$ cat src/rtl/spi_pkg.sv
`default_nettype none
// ============================================================================
// spi_pkg : shared constants and state type for the SPI target front end
// Revision: 1.0
// ============================================================================
package spi_pkg;
  localparam int SPI_FRAME_BITS = 8;
  localparam int BIT_CNT_W = $clog2(SPI_FRAME_BITS);
  localparam logic [SPI_FRAME_BITS-1:0] FILL_BYTE_DEFAULT = 8'h00;
  localparam int SYNC_STAGES = 2;

  typedef enum logic [0:0] {
    ST_IDLE   = 1'b0,
    ST_ACTIVE = 1'b1
  } spi_state_e;
endpackage
`default_nettype wire

$ cat src/rtl/spi_device_if.sv
`default_nettype none
// ============================================================================
// spi_device_if : SPI pins plus byte-level rx/tx handshake of spi_device
// Revision: 1.0
// ============================================================================
interface spi_device_if;
  import spi_pkg::*;

  logic                      spi_sck;
  logic                      spi_cs_n;
  logic                      spi_copi;
  logic                      spi_cipo;
  logic [SPI_FRAME_BITS-1:0] spi_rx_data;
  logic                      spi_rx_strobe;
  logic [SPI_FRAME_BITS-1:0] spi_tx_data;
  logic                      spi_tx_strobe;
  logic                      tx_underrun;

  modport slave (
    input  spi_sck, spi_cs_n, spi_copi, spi_tx_data, spi_tx_strobe,
    output spi_cipo, spi_rx_data, spi_rx_strobe, tx_underrun
  );

  modport master (
    output spi_sck, spi_cs_n, spi_copi, spi_tx_data, spi_tx_strobe,
    input  spi_cipo, spi_rx_data, spi_rx_strobe, tx_underrun
  );
endinterface
`default_nettype wire

$ cat src/rtl/sync_2ff.sv
`default_nettype none
// ============================================================================
// sync_2ff : single-bit synchroniser with configurable reset value
// Revision: 1.0
// ============================================================================
module sync_2ff
  import spi_pkg::*;
#(
  parameter logic RESET_VAL = 1'b0
) (
  input  logic clk,
  input  logic reset_n,
  input  logic i_d,
  output logic o_q
);
  logic [SYNC_STAGES-1:0] r_sync;

  always_ff @(posedge clk or negedge reset_n) begin
    if (!reset_n) begin
      r_sync <= {SYNC_STAGES{RESET_VAL}};
    end else begin
      r_sync <= {r_sync[SYNC_STAGES-2:0], i_d};
    end
  end

  assign o_q = r_sync[SYNC_STAGES-1];
endmodule
`default_nettype wire

$ cat src/rtl/spi_device.sv
`default_nettype none
// ============================================================================
// spi_device : mode-0 SPI target, oversampled in clk, byte strobes in/out
// Revision: 1.0
// ============================================================================
module spi_device
  import spi_pkg::*;
#(
  parameter logic [SPI_FRAME_BITS-1:0] FILL_BYTE = FILL_BYTE_DEFAULT
) (
  input  logic         clk,
  input  logic         reset_n,
  spi_device_if.slave  bus
);
  logic w_sck_s, w_cs_s, w_copi_s;
  logic r_sck_d;
  spi_state_e r_state, w_state_nxt;

  logic [SPI_FRAME_BITS-2:0] r_rx_shift;
  logic [SPI_FRAME_BITS-1:0] r_rx_data, r_tx_shift, r_tx_hold, w_tx_next;
  logic [BIT_CNT_W-1:0]      r_bit_count;
  logic r_rx_strobe, r_tx_underrun, r_hold_valid, r_byte_done;
  logic w_sel, w_rise, w_fall, w_cs_fall, w_load, w_shift, w_last_bit;

  sync_2ff #(.RESET_VAL(1'b0)) u_sync_sck  (.clk(clk), .reset_n(reset_n), .i_d(bus.spi_sck),  .o_q(w_sck_s));
  sync_2ff #(.RESET_VAL(1'b1)) u_sync_cs   (.clk(clk), .reset_n(reset_n), .i_d(bus.spi_cs_n), .o_q(w_cs_s));
  sync_2ff #(.RESET_VAL(1'b0)) u_sync_copi (.clk(clk), .reset_n(reset_n), .i_d(bus.spi_copi), .o_q(w_copi_s));

  always_ff @(posedge clk or negedge reset_n) begin
    if (!reset_n) begin
      r_sck_d <= 1'b0;
      r_state <= ST_IDLE;
    end else begin
      r_sck_d <= w_sck_s;
      r_state <= w_state_nxt;
    end
  end

  always_comb begin
    w_state_nxt = r_state;
    case (r_state)
      ST_IDLE:   if (!w_cs_s) w_state_nxt = ST_ACTIVE;
      ST_ACTIVE: if (w_cs_s)  w_state_nxt = ST_IDLE;
      default:   w_state_nxt = ST_IDLE;
    endcase
  end

  assign w_sel      = ~w_cs_s;
  assign w_cs_fall  = (r_state == ST_IDLE) && w_sel;
  assign w_rise     = w_sel & w_sck_s & ~r_sck_d;
  assign w_fall     = w_sel & ~w_sck_s & r_sck_d;
  assign w_last_bit = (r_bit_count == BIT_CNT_W'(SPI_FRAME_BITS - 1));
  // Byte-boundary reload only once a full byte has gone by in this selection
  assign w_load     = w_cs_fall | (w_fall & (r_bit_count == '0) & r_byte_done);
  assign w_shift    = w_fall & ~w_load;
  assign w_tx_next  = bus.spi_tx_strobe ? bus.spi_tx_data :
                      (r_hold_valid ? r_tx_hold : FILL_BYTE);

  always_ff @(posedge clk or negedge reset_n) begin
    if (!reset_n) begin
      r_rx_shift    <= '0;
      r_rx_data     <= '0;
      r_rx_strobe   <= 1'b0;
      r_bit_count   <= '0;
      r_byte_done   <= 1'b0;
      r_tx_shift    <= '0;
      r_tx_hold     <= '0;
      r_hold_valid  <= 1'b0;
      r_tx_underrun <= 1'b0;
    end else begin
      r_rx_strobe   <= 1'b0;
      r_tx_underrun <= 1'b0;
      if (!w_sel) begin
        r_bit_count <= '0;
        r_byte_done <= 1'b0;
        r_tx_shift  <= '0;
      end else begin
        if (w_rise) begin
          r_rx_shift  <= {r_rx_shift[SPI_FRAME_BITS-3:0], w_copi_s};
          r_bit_count <= r_bit_count + 1'b1;
          if (w_last_bit) begin
            r_rx_data   <= {r_rx_shift, w_copi_s};
            r_rx_strobe <= 1'b1;
            r_byte_done <= 1'b1;
          end
        end
        if (w_load) begin
          r_tx_shift <= w_tx_next;
        end else if (w_shift) begin
          r_tx_shift <= {r_tx_shift[SPI_FRAME_BITS-2:0], 1'b0};
        end
      end
      // Held response survives deselect so a late reply goes out next select
      if (w_load) begin
        r_hold_valid  <= 1'b0;
        r_tx_underrun <= ~r_hold_valid & ~bus.spi_tx_strobe;
      end else if (bus.spi_tx_strobe) begin
        r_tx_hold    <= bus.spi_tx_data;
        r_hold_valid <= 1'b1;
      end
    end
  end

  assign bus.spi_cipo      = w_sel & r_tx_shift[SPI_FRAME_BITS-1];
  assign bus.spi_rx_data   = r_rx_data;
  assign bus.spi_rx_strobe = r_rx_strobe;
  assign bus.tx_underrun   = r_tx_underrun;
endmodule
`default_nettype wire
$ cat src/flat_wrapper.sv
// flat-port wrapper written by rule: the top's interface ports become plain ports
module spi_device_flat import spi_pkg::*;
#(
  parameter logic [SPI_FRAME_BITS-1:0] FILL_BYTE = FILL_BYTE_DEFAULT
)
  (clk, reset_n, bus_spi_sck, bus_spi_cs_n, bus_spi_copi, bus_spi_tx_data, bus_spi_tx_strobe, bus_spi_cipo, bus_spi_rx_data, bus_spi_rx_strobe, bus_tx_underrun);
  spi_device_if bus_i ();
  input  logic clk;
  input  logic reset_n;
  input wire logic [$bits(bus_i.spi_sck)-1:0] bus_spi_sck;
  input wire logic [$bits(bus_i.spi_cs_n)-1:0] bus_spi_cs_n;
  input wire logic [$bits(bus_i.spi_copi)-1:0] bus_spi_copi;
  input wire logic [$bits(bus_i.spi_tx_data)-1:0] bus_spi_tx_data;
  input wire logic [$bits(bus_i.spi_tx_strobe)-1:0] bus_spi_tx_strobe;
  output wire logic [$bits(bus_i.spi_cipo)-1:0] bus_spi_cipo;
  output wire logic [$bits(bus_i.spi_rx_data)-1:0] bus_spi_rx_data;
  output wire logic [$bits(bus_i.spi_rx_strobe)-1:0] bus_spi_rx_strobe;
  output wire logic [$bits(bus_i.tx_underrun)-1:0] bus_tx_underrun;
  assign bus_i.spi_sck = bus_spi_sck;
  assign bus_i.spi_cs_n = bus_spi_cs_n;
  assign bus_i.spi_copi = bus_spi_copi;
  assign bus_i.spi_tx_data = bus_spi_tx_data;
  assign bus_i.spi_tx_strobe = bus_spi_tx_strobe;
  assign bus_spi_cipo = bus_i.spi_cipo;
  assign bus_spi_rx_data = bus_i.spi_rx_data;
  assign bus_spi_rx_strobe = bus_i.spi_rx_strobe;
  assign bus_tx_underrun = bus_i.tx_underrun;
  spi_device #(.FILL_BYTE(FILL_BYTE)) u_core (.clk(clk), .reset_n(reset_n), .bus(bus_i));
endmodule
$ cat config.mk
export PLATFORM = sky130hd
export DESIGN_NAME = spi_device_flat
export DESIGN_NICKNAME = d
export VERILOG_FILES = /design/src/rtl/spi_pkg.sv /design/src/rtl/spi_device_if.sv /design/src/rtl/sync_2ff.sv /design/src/rtl/spi_device.sv /design/src/flat_wrapper.sv
export SDC_FILE = /design/constraint.sdc
export NUM_CORES = 1
export LEC_CHECK = 0
export BUFFER_PORTS_ARGS = -buffer_cell sky130_fd_sc_hd__buf_2
export CORE_ASPECT_RATIO = 1.1
export CORE_UTILIZATION = 56
export DETAILED_ROUTE_END_ITERATION = 8
export GPL_TIMING_DRIVEN = 0
export PLACE_DENSITY = 0.77
export SYNTH_ARGS = -nofsm -noshare
export SYNTH_HDL_FRONTEND = slang
export SYNTH_SLANG_ARGS = --single-unit
$ cat constraint.sdc
create_clock -name clk -period 2 [get_ports clk]
set_input_delay 0.1 -clock clk [delete_from_list [all_inputs] [get_ports clk]]
set_output_delay 0.1 -clock clk [all_outputs]
set_load 0.1 [all_outputs]
# After elaboration in Yosys (flattened, before gate mapping)

Index checks and enable logic that the tools add are counted.

Input bits: 14
Word-level logic and storage cells: 60
Register bits after elaboration: 46
Output and inout port bits: 11

Eq/ne operators: 1
Reduce and logical (&&, ||, !) cells: 10
Multiplexer cells: 17
Bitwise operators: 17
Add/sub/neg operators: 1

Operators with widths:

| cell                                         | count |
|---|---|
| two-way mux 8 bit                            | 5 |
| two-way mux 1 bit                            | 10 |
| AND 1 bit                                    | 9 |
| inverter 1 bit                               | 7 |
| two-way mux 3 bit                            | 2 |
| AND reduction 2 bit                          | 3 |
| nonzero test 2 bit                           | 3 |
| adder 3 x 1 -> 3 bit (second input constant) | 1 |
| equality test 3 bit (second input constant)  | 1 |
| zero test 3 bit                              | 1 |
| AND reduction 3 bit                          | 1 |
| nonzero test 3 bit                           | 1 |
| logical AND 1 bit                            | 1 |
| bitwise OR 1 bit                             | 1 |

# Depth between registers and ports, before layout

Gate-level depths: netlist of the first run.

Depth in word-level cells: 11
Gate-level depth with buffers: 6
Mapped depth without buffers: 5

# Hierarchy

Synthesis of the first run repeated with hierarchy kept, for this count alone.

Cell total of the unflattened synthesis: 137
Area total of the unflattened synthesis: 1,956.9 um2

Modules (own cells, without submodules):

| module                             | area each (um2) | times used | seq. area each (um2) | cells each |
|---|---|---|---|---|
| spi_device                         | 1,804.2         | 1          | 1,001.0              | 131 |
| sync_2ff at u_core.u_sync_copi ... | 50.0            | 2          | 50.0                 | 2 |
| sync_2ff at u_core.u_sync_cs       | 52.6            | 1          | 52.6                 | 2 |

# Least setup slack after synthesis of the first run

OpenSTA, ideal clock, no wires.

Path type: flip-flop to flip-flop
From: register u_core.r_bit_count[0]
To: register u_core.r_tx_hold[0]
Library setup time: 125 ps
Stages on the path, launching flop included: 6
Buffers on the path: 0
Setup slack: 411 ps
Clock period less this slack: 1,589 ps
Required time: 1,875 ps
Arrival: 1,464 ps
Path through: dfrtp_1 > inv_1 > ha_1 > and4bb_2 > a31oi_4 > mux2_2

Longest elaborated chain between the ends: 6

RTL lines:

| what                          | line             | source |
|---|---|---|
| start, declared               | spi_device.sv:21 | `logic [BIT_CNT_W-1:0] r_bit_count;` |
| start signal, assigned        | spi_device.sv:80 | `r_bit_count <= r_bit_count + 1'b1;` |
| zero test 3 bit               | spi_device.sv:54 | `assign w_load = w_cs_fall \| (w_fall & (r_bit_count == '0) & r_byte_done);` |
| AND 1 bit (2 in a row)        | spi_device.sv:54 |  |
| bitwise OR 1 bit              | spi_device.sv:54 |  |
| inverter 1 bit (no line)      | --               |  |
| AND reduction 2 bit (no line) | --               |  |
| end signal, assigned          | spi_device.sv:98 | `r_tx_hold <= bus.spi_tx_data;` |
| end, declared                 | spi_device.sv:20 | `logic [SPI_FRAME_BITS-1:0] r_rx_data, r_tx_shift, r_tx_hold, w_tx_next;` |

Every way passes these cells.
A chain may end at the register's enable or synchronous reset.

# Final worst setup path of the first run

From: register u_core.r_bit_count[0]
To: register u_core.r_tx_hold[1]

Same word-level chain as after synthesis.

==> results.md, run 1 <==
- Worst endpoint required time: 2.25 ns
- CP startpoint kind: flop
- Clk_skew: 0.01069 ns
- Mapped Area: 2001 um2
- Largest stage delay on the critical path: 0.39 ns
- P_leak: 1.125 nW
- Skew-Pair Late Insertion Delay: 0.36 ns
- Period utilisation layout: 87.90%
- Setup crit end kind: flop
- Via Count: 1221
- N_diodes: 0
- RSZ-0062 raised after global routing: false
- Initial antenna violation count: 0
- Clock buffer count from CTS: 5
- GR Overflow Total: 0
- Prevailing post-synth register cell: dfrtp_1
- Cell area after layout: 2361 um2
- Critical Path Slowest Stage Cell: mux2_2
- Placed Area: 2181 um2
- Die span in x: 58.99 um
- Post-route DRC: 0
- Fin crit period: 1.758 ns
- Core ar.: 3386 um2
- Largest net degree at the start of global routing: 47
- Mapped Avg Cell Area: 14.71 um2
- HP Class: input port to flop
- Initial drt markers: 51
- P_sw: 0.0004641 W
- Hpwl dp: 2226 um
- CP Cell Sequence: inv_1 -> ha_1 -> and4bb_2 -> a31oi_4 -> mux2_2
- Post-CTS Setup Bufs: 0
- Worst-path maximum fanout: 8
- CP delay by family, top: multiplexers
- Yosys top cell by area: dfrtp_1
- Layout cells sized above 1: 38.33%
- # setup viols final: 0
- Hold Slack: 0.2644 ns
- Combinational Power Share: 13.7%
- Placer Congestion: 0.7766
- Post-route ant nets: 0
- Peak VDD IR: 522.9 uV
- CTS root buffer: clkbuf_4
- CTS tree: yes
- Worst path bufs/invs: 1
- Die ar.: 3816 um2
- Per-cell routed wire length: 14.94 um
- Sw Ratio: 25.67%
- Clock share of power: 25.6%
- Seq pwr share: 60.7%
- Vias in the first global route: 1299
- EDFF count, synth: 0
- Ys async rst share: 100.0%
- Post-Syn Instances: 136
- Yosys reg bits: 46
- Slew @ Worst Pin: 0.9919 ns
- First-pass GRT wire length: 5954 um
- Syn Nets: 153
- Die Ht: 64.69 um
- Syn. warnings: 0
- IO buf count: 24
- Hold Vio Cnt, Final: 0
- Row count: 22
- Outcome: complete, no violations
- Pwr/cell area: 765.8 nW/um2
- Max frequency: 0.5689 GHz
- P_int: 0.001344 W
- Synth-to-Final Area Change: 18.01%
- Final #Nets: 196
- Drt first pass iters: 4
- Clk buf depth: 2
- # H-tree levels: 2
- I/O pin total: 25
- Seq/Total Area, Yosys: 57.66%
- Crit path kind: flop to flop
- Post-synthesis cell type count: 34
- Max cap viols: 0
- Slew Limit Headroom: 33.87%
- Reg clk slew, reported paths: 0.12 ns
- Initial Util: 59.09%
- Routed wire length: 3407 um
- Via/cell ratio: 5.355
- CTS sink count: 46
- Critical path arrival: 2.01 ns
- Share of the synthesized area in the top cell type: 55.03%
- Final Max Tran Viols: 0
- Setup TNS: 0 ns
- Largest cells by area after synthesis: dfrtp_1 (55%), mux2_2 (8.4%), mux2_4 (6.0%)
- Gr usage total: 21.38%
sequential cells by signal, summed over array words and instances (netlist names):
name	cells
u_core.bus.spi_rx_data	8
u_core.bus.spi_rx_strobe	1
u_core.bus.tx_underrun	1
u_core.r_bit_count	3
u_core.r_byte_done	1
u_core.r_hold_valid	1
u_core.r_rx_shift	7
u_core.r_sck_d	1
u_core.r_state	1
u_core.r_tx_hold	8
u_core.r_tx_shift	8
u_core.u_sync_copi.r_sync	2
u_core.u_sync_cs.r_sync	2
u_core.u_sync_sck.r_sync	2
through the flow:
step                power, W  std cells  util [%]  worst slack, ns
floorplan           0.001268        136         -           0.4111
global placement    0.001328        208     64.41           0.2875
detailed placement  0.001349        208     64.41           0.2691
CTS                 0.001827        228     69.73           0.2387
global route        0.001897        228     69.73           0.1623
finish              0.001808        228     69.73           0.2421
per-layer routing:
metal | global-route usage, % | wire, um | vias up
met5 | 0 | 0 | -
met1 | 27.28 | 1582 | 601
met3 | 4.591 | 125 | 7
met4 | 11.31 | 77 | 0
li1 | - | - | 584
met2 | 33.81 | 1622 | 29
layout make-up:
cell class              instances  area (um2)
flip-flops and latches         46        1154
fillers                       245        1025
multi-input cells              79       772.0
repair buffers                 36       240.2
plain buffers                   8       63.81
well taps                      48       60.06
clock buffers                   7       55.05
inverters                       3       11.26
clock inverters                 1       5.005
cells in the final DEF, fill, tap and decap left out, drive strengths merged, types with 2 or more instances in the layout:
master       count
buf             28
nor2             4
dlygate4sd3     12
a32o             8
clkbuf          11
mux2            23
nand3b           8
a221o            7
and2             7
a21oi            2
dfstp            2
dfrtp           44
inv              3
nand2b           2
mux2i            2
and3             2
ha               3
final timing paths:
kind | startpoint | end | slack, ns | depth (start not counted)
max in group asynchronous | reset_n | u_core.r_tx_hold[7]$_DFFE_PN0P_ | 0.96 | 2
worst min register to register | u_core.u_sync_sck.r_sync[0]$_DFF_PN0_ | u_core.u_sync_sck.r_sync[1]$_DFF_PN0_ | 0.36 | 0
worst max register to register | u_core.r_bit_count[0]$_DFFE_PN0P_ | u_core.r_tx_hold[1]$_DFFE_PN0P_ | 0.24 | 5
min in group asynchronous | reset_n | u_core.bus.spi_rx_data[4]$_DFFE_PN0P_ | 0.41 | 2
worst max-delay path | u_core.r_bit_count[0]$_DFFE_PN0P_ | u_core.r_tx_hold[1]$_DFFE_PN0P_ | 0.24 | 5
worst min-delay path | bus_spi_tx_strobe | u_core.r_hold_valid$_DFFE_PN0P_ | 0.26 | 4
tightest hold or removal path, delay by kind of cell:
family | cells | cell delay (ns)
AOI/OAI and AO/OA | 1 | 0.06
buffers and inverters | 2 | 0.29
and+or+nand+nor | 1 | 0.15
power by group through the flow:
stage / logic [W] / clock network, W / registers, W
3_5_place_dp: 0.000233 / 0 / 0.00112
4_1_cts: 0.000252 / 0.000477 / 0.00110
3_3_place_gp: 0.000221 / 0 / 0.00111
2_1_floorplan: 0.000170 / 0 / 0.00110
6_report: 0.000249 / 0.000462 / 0.00110
5_1_grt: 0.000274 / 0.000513 / 0.00111
cells in the mapped netlist, types with 3 or more instances:
| master | number |
|---|---|
| dfrtp_1 | 44 |
| nand3b_1 | 7 |
| nor2_1 | 4 |
| a221o_1 | 7 |
| mux2_2 | 15 |
| and2_1 | 6 |
| clkbuf_1 | 3 |
| inv_1 | 3 |
| mux2_4 | 8 |
| ha_1 | 3 |
| a32o_1 | 8 |
cells by family (layout without fill, tap and decap cells):
kind of cell,count (synthesis),count (layout),share of synthesized area [%]
flops,46,46,57.66
compound gates,21,21,10.38
simple gates,29,29,10.44
mux,25,25,15.45
xor+xnor,1,1,0.4379
buf+inv,11,55,3.752
fa+ha+maj,3,3,1.876
what timing repair did:
action,4_1_cts,5_1_grt
hold buffers,12,0
hold endpoints to repair,55,0
resized for setup,0,0
Note: power is estimated with default switching activity, not from simulation.
==> run 2: changes to the inputs <==
--- a/config.mk
+++ b/config.mk
@@ -9,7 +9,6 @@
 export CORE_ASPECT_RATIO = 1.1
 export CORE_UTILIZATION = 56
 export DETAILED_ROUTE_END_ITERATION = 8
-export GPL_TIMING_DRIVEN = 0
 export PLACE_DENSITY = 0.77
 export SYNTH_ARGS = -nofsm -noshare
 export SYNTH_HDL_FRONTEND = slang
==> run 2 against run 1 <==
  * Highest routed layer unchanged
  * Power rose by 4.4%
  * Combinational power fell by 2%
  * Wire length fell by 5.1%
  * Die area did not move
  * First-iteration DRC count fell by 27%
  * Largest cell class unchanged
  * Critical path depth did not move
  * Cell count fell by 2.2%
  * Worst setup slack improved by 0.011 ns
  * Sequential cell count did not move
  * Core utilization fell by 0.33 points
==> results.md, run 2 (same netlist as run 1, synthesis figures left out) <==
- Worst endpoint required time: 2.25 ns (about the same)
- Clock share of power: 28.6% (+3.0 points)
- # setup viols final: 0 (unchanged)
- Outcome: complete, no violations
- CP Cell Sequence: inv_1 -> ha_1 -> and4bb_2 -> a31oi_4 -> mux2_2
- P_sw: 0.0004530 W (-2.4%)
- Combinational Power Share: 13.0% (-0.7 points)
- Final #Nets: 191 (-2.6%)
- Clock buffer count from CTS: 5 (unchanged)
- P_int: 0.001434 W (+6.7%)
- Peak VDD IR: 661.5 uV (+27%)
- Gr usage total: 19.85% (-1.5 points)
- CTS root buffer: clkbuf_4
- Worst-path maximum fanout: 8 (unchanged)
- Die span in x: 58.99 um (unchanged)
- Uppermost layer routed: met4
- Crit path kind: flop to flop
- Hold Vio Cnt, Final: 0 (unchanged)
- Die ar.: 3816 um2 (unchanged)
- Total power draw: 0.001887 W (+4.4%)
- Share of the core filled with cells: 69.40% (-0.33 points)
- Fill cells: 249 (+1.6%)
- Hpwl dp: 2133 um (-4.2%)
- Synth-to-Final Area Change: 17.45%
- Wire length on met2: 1535 um (-5.4%)
- Pwr/cell area: 803.1 nW/um2 (+4.9%)
- Largest stage delay on the critical path: 0.38 ns (about the same)
- Initial drt markers: 37 (-27%)
- Most common cell after layout, fill and taps aside: dfrtp_1
- Hold_sp: bus_spi_tx_strobe
- Critical path arrival: 2.00 ns (about the same)
- Post-route ant nets: 0 (unchanged)
- Layout cells sized above 1: 38.86% (+0.52 points)
- Met3 wire length: 121 um (-3.2%)
- RSZ-0062 raised after global routing: false
- Vias in the first global route: 1196 (-7.9%)
- P_leak: 1.122 nW (-0.23%)
- Register area: 1154 um2 (unchanged)
- CP Launch Point: u_core.r_bit_count[0]$_DFFE_PN0P_
- Seq pwr share: 58.5% (-2.2 points)
- Multi-input gate area: 772.0 um2 (unchanged)
- Via/cell ratio: 5.493 (+2.6%)
- Clk buf depth: 2 (unchanged)
- N_diodes: 0 (unchanged)
- Drt first pass iters: 4 (unchanged)
- CTS tree: yes
- Slew Limit Headroom: 61.55% (+28 points)
- First-pass GRT wire length: 5582 um (-6.2%)
- Row count: 22 (unchanged)
- Final Max Tran Viols: 0 (unchanged)
- GR Overflow Total: 0 (unchanged)
- Slew @ Worst Pin: 0.5756 ns (-0.4163 ns)
- Routed wire length: 3234 um (-5.1%)
- Initial Util: 59.09% (unchanged)
- Sw Ratio: 24.00% (-1.7 points)
- Setup TNS: 0 ns (unchanged)
- Skew-Pair Late Insertion Delay: 0.35 ns (about the same)
- CP startpoint kind: flop
- Setup crit end kind: flop
- Die Ht: 64.69 um (unchanged)
- Commonest cells after routing, fill and taps aside: dfrtp_1 (44), buf_2 (24), mux2_2 (15)
- Fin crit period: 1.747 ns (-0.01076 ns)
- Launch point of the worst reg-to-reg path: u_core.r_bit_count[0]$_DFFE_PN0P_
- Via Count: 1225 (+0.33%)
- Max cap viols: 0 (unchanged)
- Clk_skew: 0.01212 ns (+0.001432 ns)
- CTS sink count: 46 (unchanged)
- IO buf count: 24 (unchanged)
- Placer Congestion: 0.7602 (-2.1%)
- Resized cells post-CTS: 0 (unchanged)
- Reg clk slew, reported paths: 0.13 ns (about the same)
- Per-cell routed wire length: 14.50 um (-2.9%)
- Max frequency: 0.5724 GHz (+0.62%)
- # H-tree levels: 2 (unchanged)
- Initial antenna violation count: 0 (unchanged)
- Routed met1 length: 1562 um (-1.3%)
- Post-route DRC: 0 (unchanged)
- Critical Path Slowest Stage Cell: mux2_2
- Period utilisation layout: 87.36% (-0.54 points)
- Core ar.: 3386 um2 (unchanged)
- I/O pin total: 25 (unchanged)
- HP Class: input port to flop
- Largest net degree at the start of global routing: 47 (unchanged)
run 2: changes by cell type in the layout (fill, tap and decap cells not counted), sizes merged:
cell    delta
clkbuf     -6
buf        -1
bufinv     +1
clkinv     +1
run 2: path summary, 6_finish.rpt:
kind | to | slack (ns) | cells after the start
worst min register to register | u_core.u_sync_copi.r_sync[1]$_DFF_PN0_ | 0.37 | 0
max in group asynchronous | u_core.u_sync_cs.r_sync[0]$_DFF_PN1_ | 1.48 | 3
worst max register to register | u_core.r_tx_hold[6]$_DFFE_PN0P_ | 0.25 | 5
worst max-delay path | u_core.r_tx_hold[6]$_DFFE_PN0P_ | 0.25 | 5
min in group asynchronous | u_core.bus.spi_rx_data[6]$_DFFE_PN0P_ | 0.25 | 3
worst min-delay path | u_core.r_hold_valid$_DFFE_PN0P_ | 0.14 | 3
run 2: metal layers:
metal | GRT usage (%) | up-vias
met5 | 0 | -
met4 | 6.250 | 0
met3 | 7.385 | 2
met2 | 27.98 | 26
met1 | 28.46 | 625
li1 | - | 572
run 2: critical path, delay by kind of cell, from the launching register on:
family / cells / cell delay, ns
compound gates: 1 / 0.36
fa+ha+maj: 1 / 0.21
buf+inv: 1 / 0.07
flops: 1 / 0.37
mux: 1 / 0.38
simple gates: 1 / 0.25
run 2: final cells by class:
type | instances | share of cell area (%)
multi-input combinational | 79 | 32.85
sequential | 46 | 49.10
clock inverter | 3 | 1.704
clock buffer | 5 | 1.597
inverter | 3 | 0.4792
timing repair buffer | 39 | 11.71
tap | 48 | 2.556
run 2: metrics by stage:
stage          hold WS, ns  std cells  worst slack (ns)  cell area (um2)
2_1_floorplan      -0.1956        136            0.4111             2001
3_3_place_gp       0.09443        203            0.2975             2152
3_5_place_dp       0.09985        203            0.2611             2152
4_1_cts             0.1158        223            0.2513             2350
5_1_grt             0.1482        223            0.2063             2350
6_report            0.1355        223            0.2528             2350
run 2: timing repair:
action	in CTS	in global routing
hold endpoints to repair	57	0
buffers inserted	0	0
hold buffers	12	0
run 2: power groups by stage:
stage	Combinational (W)	Clock (W)	Sequential, W
floorplan	0.000170	0	0.00110
global placement	0.000219	0	0.00111
detailed placement	0.000228	0	0.00112
CTS	0.000247	0.000557	0.00110
global route	0.000269	0.000606	0.00112
finish	0.000244	0.000539	0.00110
